[src/rtl/tamagotchi_pkg.sv]
// Shared definitions for the pet-state tick scheduler: FSM encoding and
// default channel geometry.
package tamagotchi_pkg;

    localparam int DEF_NCH   = 4;
    localparam int DEF_CNT_W = 8;
    localparam int DEF_ID_W  = 2;

    typedef enum logic [2:0] {
        S_IDLE,
        S_ARM,
        S_CLR,
        S_WAIT,
        S_TICK
    } sched_state_t;

endpackage

[src/rtl/tick_scheduler_rr_picker.sv]
// Combinational round-robin selector: lowest requesting index at or above
// the pointer, wrapping to the lowest requester overall.
module rr_picker
    import tamagotchi_pkg::*;
#(
    parameter int NCH  = DEF_NCH,
    parameter int ID_W = DEF_ID_W
) (
    input  logic [NCH-1:0]  req,
    input  logic [ID_W-1:0] ptr,
    output logic [ID_W-1:0] grant,
    output logic            any
);

    logic            hi_found;
    logic [ID_W-1:0] hi_id;
    logic            lo_found;
    logic [ID_W-1:0] lo_id;

    // Scanning downward lets the last hit be the lowest index in each half.
    always_comb begin
        hi_found = 1'b0;
        hi_id    = '0;
        lo_found = 1'b0;
        lo_id    = '0;
        for (int i = NCH - 1; i >= 0; i--) begin
            if (req[i]) begin
                if (ID_W'(i) >= ptr) begin
                    hi_found = 1'b1;
                    hi_id    = ID_W'(i);
                end
                lo_found = 1'b1;
                lo_id    = ID_W'(i);
            end
        end
        grant = hi_found ? hi_id : lo_id;
        any   = lo_found;
    end

endmodule

[src/rtl/tick_scheduler.sv]
// Shares one one-shot seconds timer among NCH periodic channels and offers
// expired channels to the game FSM through a round-robin valid/ready port.
module tick_scheduler
    import tamagotchi_pkg::*;
#(
    parameter int NCH   = DEF_NCH,
    parameter int CNT_W = DEF_CNT_W,
    parameter int ID_W  = DEF_ID_W
) (
    input  logic                 clk,
    input  logic                 rst,
    input  logic                 run,
    input  logic [NCH-1:0]       ch_en,
    input  logic [NCH*CNT_W-1:0] period,
    output logic                 tmr_init,
    input  logic                 tmr_done,
    output logic                 tick,
    output logic                 evt_valid,
    output logic [ID_W-1:0]      evt_id,
    input  logic                 evt_ready,
    output logic [NCH-1:0]       overrun,
    input  logic                 ovr_clr
);

    sched_state_t state;
    sched_state_t state_nxt;

    logic [CNT_W-1:0] prd     [NCH];
    logic [CNT_W-1:0] cnt     [NCH];
    logic [CNT_W-1:0] cnt_nxt [NCH];

    logic [NCH-1:0]  pending;
    logic [NCH-1:0]  due;
    logic [NCH-1:0]  expire;
    logic [NCH-1:0]  accept_vec;
    logic [NCH-1:0]  ovr_set;

    logic [ID_W-1:0] rr_ptr;
    logic [ID_W-1:0] grant;
    logic [ID_W-1:0] lock_id;
    logic            lock_vld;
    logic            lock_hit;
    logic            any_req;
    logic            accept;

    always_ff @(posedge clk) begin
        if (!rst) begin
            state <= S_IDLE;
        end else begin
            state <= state_nxt;
        end
    end

    always_comb begin
        state_nxt = state;
        tmr_init  = 1'b0;
        tick      = 1'b0;
        unique case (state)
            S_IDLE: begin
                if (run) begin
                    state_nxt = S_ARM;
                end
            end
            S_ARM: begin
                tmr_init  = 1'b1;
                state_nxt = S_CLR;
            end
            // The timer may still show a stale expiry until it samples init.
            S_CLR: begin
                if (!tmr_done) begin
                    state_nxt = S_WAIT;
                end
            end
            S_WAIT: begin
                if (tmr_done) begin
                    state_nxt = S_TICK;
                end
            end
            S_TICK: begin
                tick      = 1'b1;
                state_nxt = run ? S_ARM : S_IDLE;
            end
            default: begin
                state_nxt = S_IDLE;
            end
        endcase
    end

    always_comb begin
        for (int i = 0; i < NCH; i++) begin
            prd[i] = period[i*CNT_W +: CNT_W];
        end
    end

    // A fresh channel counts the current tick as its first second, so a
    // period of 1 fires every tick and period N fires on every Nth tick.
    always_comb begin
        for (int i = 0; i < NCH; i++) begin
            due[i]     = 1'b0;
            cnt_nxt[i] = cnt[i];
            if (!ch_en[i] || prd[i] == '0) begin
                cnt_nxt[i] = '0;
            end else if (cnt[i] == '0) begin
                cnt_nxt[i] = prd[i] - CNT_W'(1);
                due[i]     = (prd[i] == CNT_W'(1));
            end else if (cnt[i] == CNT_W'(1)) begin
                cnt_nxt[i] = prd[i];
                due[i]     = 1'b1;
            end else begin
                cnt_nxt[i] = cnt[i] - CNT_W'(1);
            end
        end
    end

    assign expire = due & {NCH{tick}};

    rr_picker #(
        .NCH  (NCH),
        .ID_W (ID_W)
    ) u_picker (
        .req   (pending),
        .ptr   (rr_ptr),
        .grant (grant),
        .any   (any_req)
    );

    // A stalled offer keeps its index unless that channel was withdrawn.
    always_comb begin
        lock_hit = 1'b0;
        for (int i = 0; i < NCH; i++) begin
            if (pending[i] && lock_id == ID_W'(i)) begin
                lock_hit = 1'b1;
            end
        end
    end

    assign evt_valid = any_req;
    assign evt_id    = (lock_vld && lock_hit) ? lock_id : grant;
    assign accept    = evt_valid & evt_ready;

    always_comb begin
        for (int i = 0; i < NCH; i++) begin
            accept_vec[i] = accept && (evt_id == ID_W'(i));
        end
    end

    assign ovr_set = expire & pending & ~accept_vec;

    always_ff @(posedge clk) begin
        if (!rst) begin
            pending  <= '0;
            overrun  <= '0;
            rr_ptr   <= '0;
            lock_vld <= 1'b0;
            lock_id  <= '0;
            for (int i = 0; i < NCH; i++) begin
                cnt[i] <= '0;
            end
        end else begin
            for (int i = 0; i < NCH; i++) begin
                if (!ch_en[i]) begin
                    pending[i] <= 1'b0;
                    cnt[i]     <= '0;
                end else begin
                    pending[i] <= (pending[i] & ~accept_vec[i]) | expire[i];
                    if (tick) begin
                        cnt[i] <= cnt_nxt[i];
                    end
                end
            end
            overrun <= ovr_set | (overrun & ~{NCH{ovr_clr}});
            if (accept) begin
                rr_ptr <= (evt_id == ID_W'(NCH - 1)) ? '0 : evt_id + ID_W'(1);
            end
            lock_vld <= evt_valid & ~evt_ready;
            lock_id  <= evt_id;
        end
    end

endmodule
[config.mk]
export PLATFORM = sky130hd
export DESIGN_NAME = tick_scheduler
export DESIGN_NICKNAME = d
export VERILOG_FILES = /design/src/rtl/tamagotchi_pkg.sv /design/src/rtl/tick_scheduler_rr_picker.sv /design/src/rtl/tick_scheduler.sv
export SDC_FILE = /design/constraint.sdc
export NUM_CORES = 1
export LEC_CHECK = 0
export ABC_CLOCK_PERIOD_IN_PS = 4160
export CAP_MARGIN = 40
export CORE_MARGIN = 1
export CORE_UTILIZATION = 44
export CTS_CLUSTER_DIAMETER = 100
export DETAILED_ROUTE_END_ITERATION = 8
export GPL_ROUTABILITY_DRIVEN = 0
export PLACE_DENSITY = 0.71
export SETUP_SLACK_MARGIN = 0.2
export SYNTH_ARGS = -nofsm -noshare
export SYNTH_HDL_FRONTEND = slang
export SYNTH_SLANG_ARGS = --single-unit
[constraint.sdc]
create_clock -name clk -period 4.16 [get_ports clk]
set_input_delay 0.624 -clock clk [delete_from_list [all_inputs] [get_ports clk]]
set_output_delay 0.624 -clock clk [all_outputs]
set_load 0.01 [all_outputs]
==> results.sh <==
export IMPL_status="finished clean"
export IMPL_min_to="overrun[3]"
export IMPL_yosys_area_share_simple=0.279
export IMPL_setup_tns_ps=0
export IMPL_synth_compound_area_frac=0.234
export IMPL_track_usage=0.210
export IMPL_die_h_um=98.7
export IMPL_grt_use_met1=0.278
export IMPL_clkLatencyLatePin_ps=310
export IMPL_setup_violations=0
export IMPL_antenna_cells=0
export IMPL_cts_tree="yes"
export IMPL_power_density_nw_per_um2=231
export IMPL_clk_pin_slew_worst_paths_ps=90
export IMPL_ys_seq_elements=48
export IMPL_r2r_slack_ps=1730
export IMPL_avgSynthCellArea_um2=8.80
export IMPL_num_fill_cells=798
export IMPL_crit_type="reg2out"
export IMPL_vias=3783
export IMPL_cp_end_kind="output pin"
export IMPL_ant_nets=0
export IMPL_cp_arrival_ps=2350
export IMPL_ff_latch_area_um2=1280
export IMPL_hold_buffers=0
export IMPL_hold_path_depth=2
export IMPL_multi_input_area_um2=2690
export IMPL_hold_path_startpoint="overrun[3]"
export IMPL_area_growth_pct=17.1
export IMPL_reg2reg_from="cnt[1][0]"
export IMPL_cts_path_max_buffers=2
export IMPL_detailed_place_hpwl_um=7890
export IMPL_synthCells=468
export IMPL_yosys_top_cells_area="edfxtp_1 23%, ha_1 8.5%, dfxtp_1 7.8%"
export IMPL_worstPathRequired_ps=3540
export IMPL_clock_tree_root_cell="clkbuf_8"
export IMPL_min_path_type="reg2reg"
export IMPL_drv_cap=0
export IMPL_synth_most_common_cell="nand2_1"
export IMPL_worst_pin_slew_ps=932
export IMPL_drt_iter0_markers=185
export IMPL_ys_seq_area_frac=0.311
export IMPL_netlist_area_um2=4120
export IMPL_maxSlewHeadroom=0.373
export IMPL_slew_viol_final=0
export IMPL_gr_total_overflow=0
export IMPL_ir_drop_uv=124
export IMPL_worst_r2r_endpoint="cnt[1][3]"
export IMPL_dr_pass1_iters=4
export IMPL_synthFlopType="edfxtp_1"
export IMPL_wl_um=10000
export IMPL_core_um2=8890
export IMPL_fin_area_um2=4820
export IMPL_cts_htree_levels=2
export IMPL_fmax_mhz=336
export IMPL_yosys_mux_area_fraction=0.0237
export IMPL_synthAdderAreaFrac=0.0851
export IMPL_synthTopCellsByCount="34 x nand2_1, 32 x edfxtp_1, 31 x inv_1"
export IMPL_finalCriticalPeriod_ps=2980
export IMPL_synth_top_family_by_area="simple AND/OR/NAND/NOR gates"
export IMPL_dpl_instance_area_um2=4720
export IMPL_synth_top_cell_by_area="edfxtp_1"
export IMPL_met2_usage=0.365
export IMPL_io_buffers=50
export IMPL_routed_via_density=6.03
export IMPL_startpoint_type="flop"
export IMPL_clkSinkCount=48
export IMPL_grt_pass1_vias=3538
export IMPL_wl_per_cell_um=15.9
export IMPL_post_cts_resized=0
export IMPL_cellLeakagePower_nw=1.82
export IMPL_ios=51
export IMPL_busiest_layer="met2"
export IMPL_skew_ps=7.64
export IMPL_grt_pass1_wl_um=16700
export IMPL_reg2regPathDepth=6
export IMPL_synth_top_area_share=0.233
export IMPL_ys_async_sr_fraction=0
export IMPL_syn_nets=538
export IMPL_die_width_um=98.7
export IMPL_yosysWarnings=0
export IMPL_final_core_util=0.542
export IMPL_use_met3=0.0227
export IMPL_synth_cell_types=77
export IMPL_worstPathMaxFanout=4
export IMPL_cts_buffers=5
export IMPL_drc=0
export IMPL_finalCritPeriodShare=0.716
export IMPL_die_area_um2=9750
export IMPL_num_rows=34
export IMPL_yosys_area_share_xor_xnor=0.0319
export IMPL_grt_max_degree=17
export IMPL_grt_antenna_before_repair=0
export IMPL_layout_drive_gt1_share=0.0848
export IMPL_final_nets=588
export IMPL_start_util=0.463
export IMPL_postCtsSetupRepairBufs=0
export IMPL_final_hold_viol_count=0
export IMPL_synth_edf_count=32
export IMPL_rsz0062_at_grt="no"
[where the power goes]
group / internal (W) / total [W] / switching, W
sequential: 0.000523 / 0.000544 / 0.0000213
clock: 0.000135 / 0.000302 / 0.000167
combinational: 0.000123 / 0.000269 / 0.000146
total: 0.000780 / 0.00111 / 0.000334
[worst max path at each step]
stage               startpoint         to  slack, ps  cells past startpoint
detailed placement  period[18]  cnt[2][6]       1360                      5
global route        lock_id[1]  evt_id[1]       1070                      5
finish              lock_id[1]  evt_id[1]       1180                      5
floorplan           period[21]  cnt[2][6]       1910                      4
global placement    period[18]  cnt[2][6]       1390                      5
CTS                 lock_id[1]  evt_id[1]       1190                      5
[cells by family (layout without fill, tap and decap cells)]
group,count (synthesis),after routing
adder cells (fa/ha/maj),28,28
buffers and inverters,38,89
flip-flops,48,48
multiplexers,8,8
AO/OA/AOI/OAI,130,130
XOR/XNOR,15,15
AND/OR/NAND/NOR,201,201
[stage by stage]
stage                     hold slack [ps]  power [W]  setup WS (ps)  std cells
after global placement                465   0.000816           1390        619
after detailed placement              466   0.000821           1360        619
after floorplan                       457   0.000717           1910        468
after global routing                  504    0.00117           1070        627
after CTS                             480    0.00112           1190        627
final                                 476    0.00111           1180        627
[sequential cells by signal, indices dropped and copies added, names as in the netlist]
register	cells
cnt	32
lock_id	2
lock_vld	1
overrun	4
pending	4
rr_ptr	2
state	3
[final cells by class]
| cell class | instances | area share |
|---|---|---|
| tap | 108 | 0.0280 |
| timing repair buffer | 50 | 0.104 |
| clock inverter | 2 | 0.00311 |
| sequential | 48 | 0.266 |
| multi-input combinational | 382 | 0.558 |
| clock buffer | 6 | 0.0171 |
| inverter | 31 | 0.0241 |
[routing by layer]
| layer | part of all wire | routed length [um] |
|---|---|---|
| met5 | 0 | 0 |
| met4 | 0.0093 | 93 |
| met3 | 0.035 | 350 |
| met2 | 0.49 | 4920 |
| met1 | 0.46 | 4640 |
[cells in the final DEF (no fill, tap or decap), types with 6 or more instances in the layout]
cell type        instances
nand2b_1                 6
inv_1                   31
o31ai_1                  6
a21oi_1                 18
xor2_1                  10
o21ai_0                 19
nand3_1                 19
and3_1                   9
nor2b_1                 11
clkbuf_8                 6
nor4_1                  10
or3_1                    9
nand2_1                 34
or4_1                    8
dfxtp_1                 16
a21o_1                   7
a211oi_1                14
edfxtp_1                32
clkdlybuf4s50_1         50
or2_2                    7
a31oi_1                  6
nor2_1                  29
ha_1                    28
nor3_1                  24
[critical path: stages (launching register included)]
cell	delay (ps)
dfxtp_1	400
mux4_2	530
and2_1	210
nand2b_1	110
o21a_1	220
clkdlybuf4s50_1	570
No activity file was read; power rests on OpenSTA's default activity.
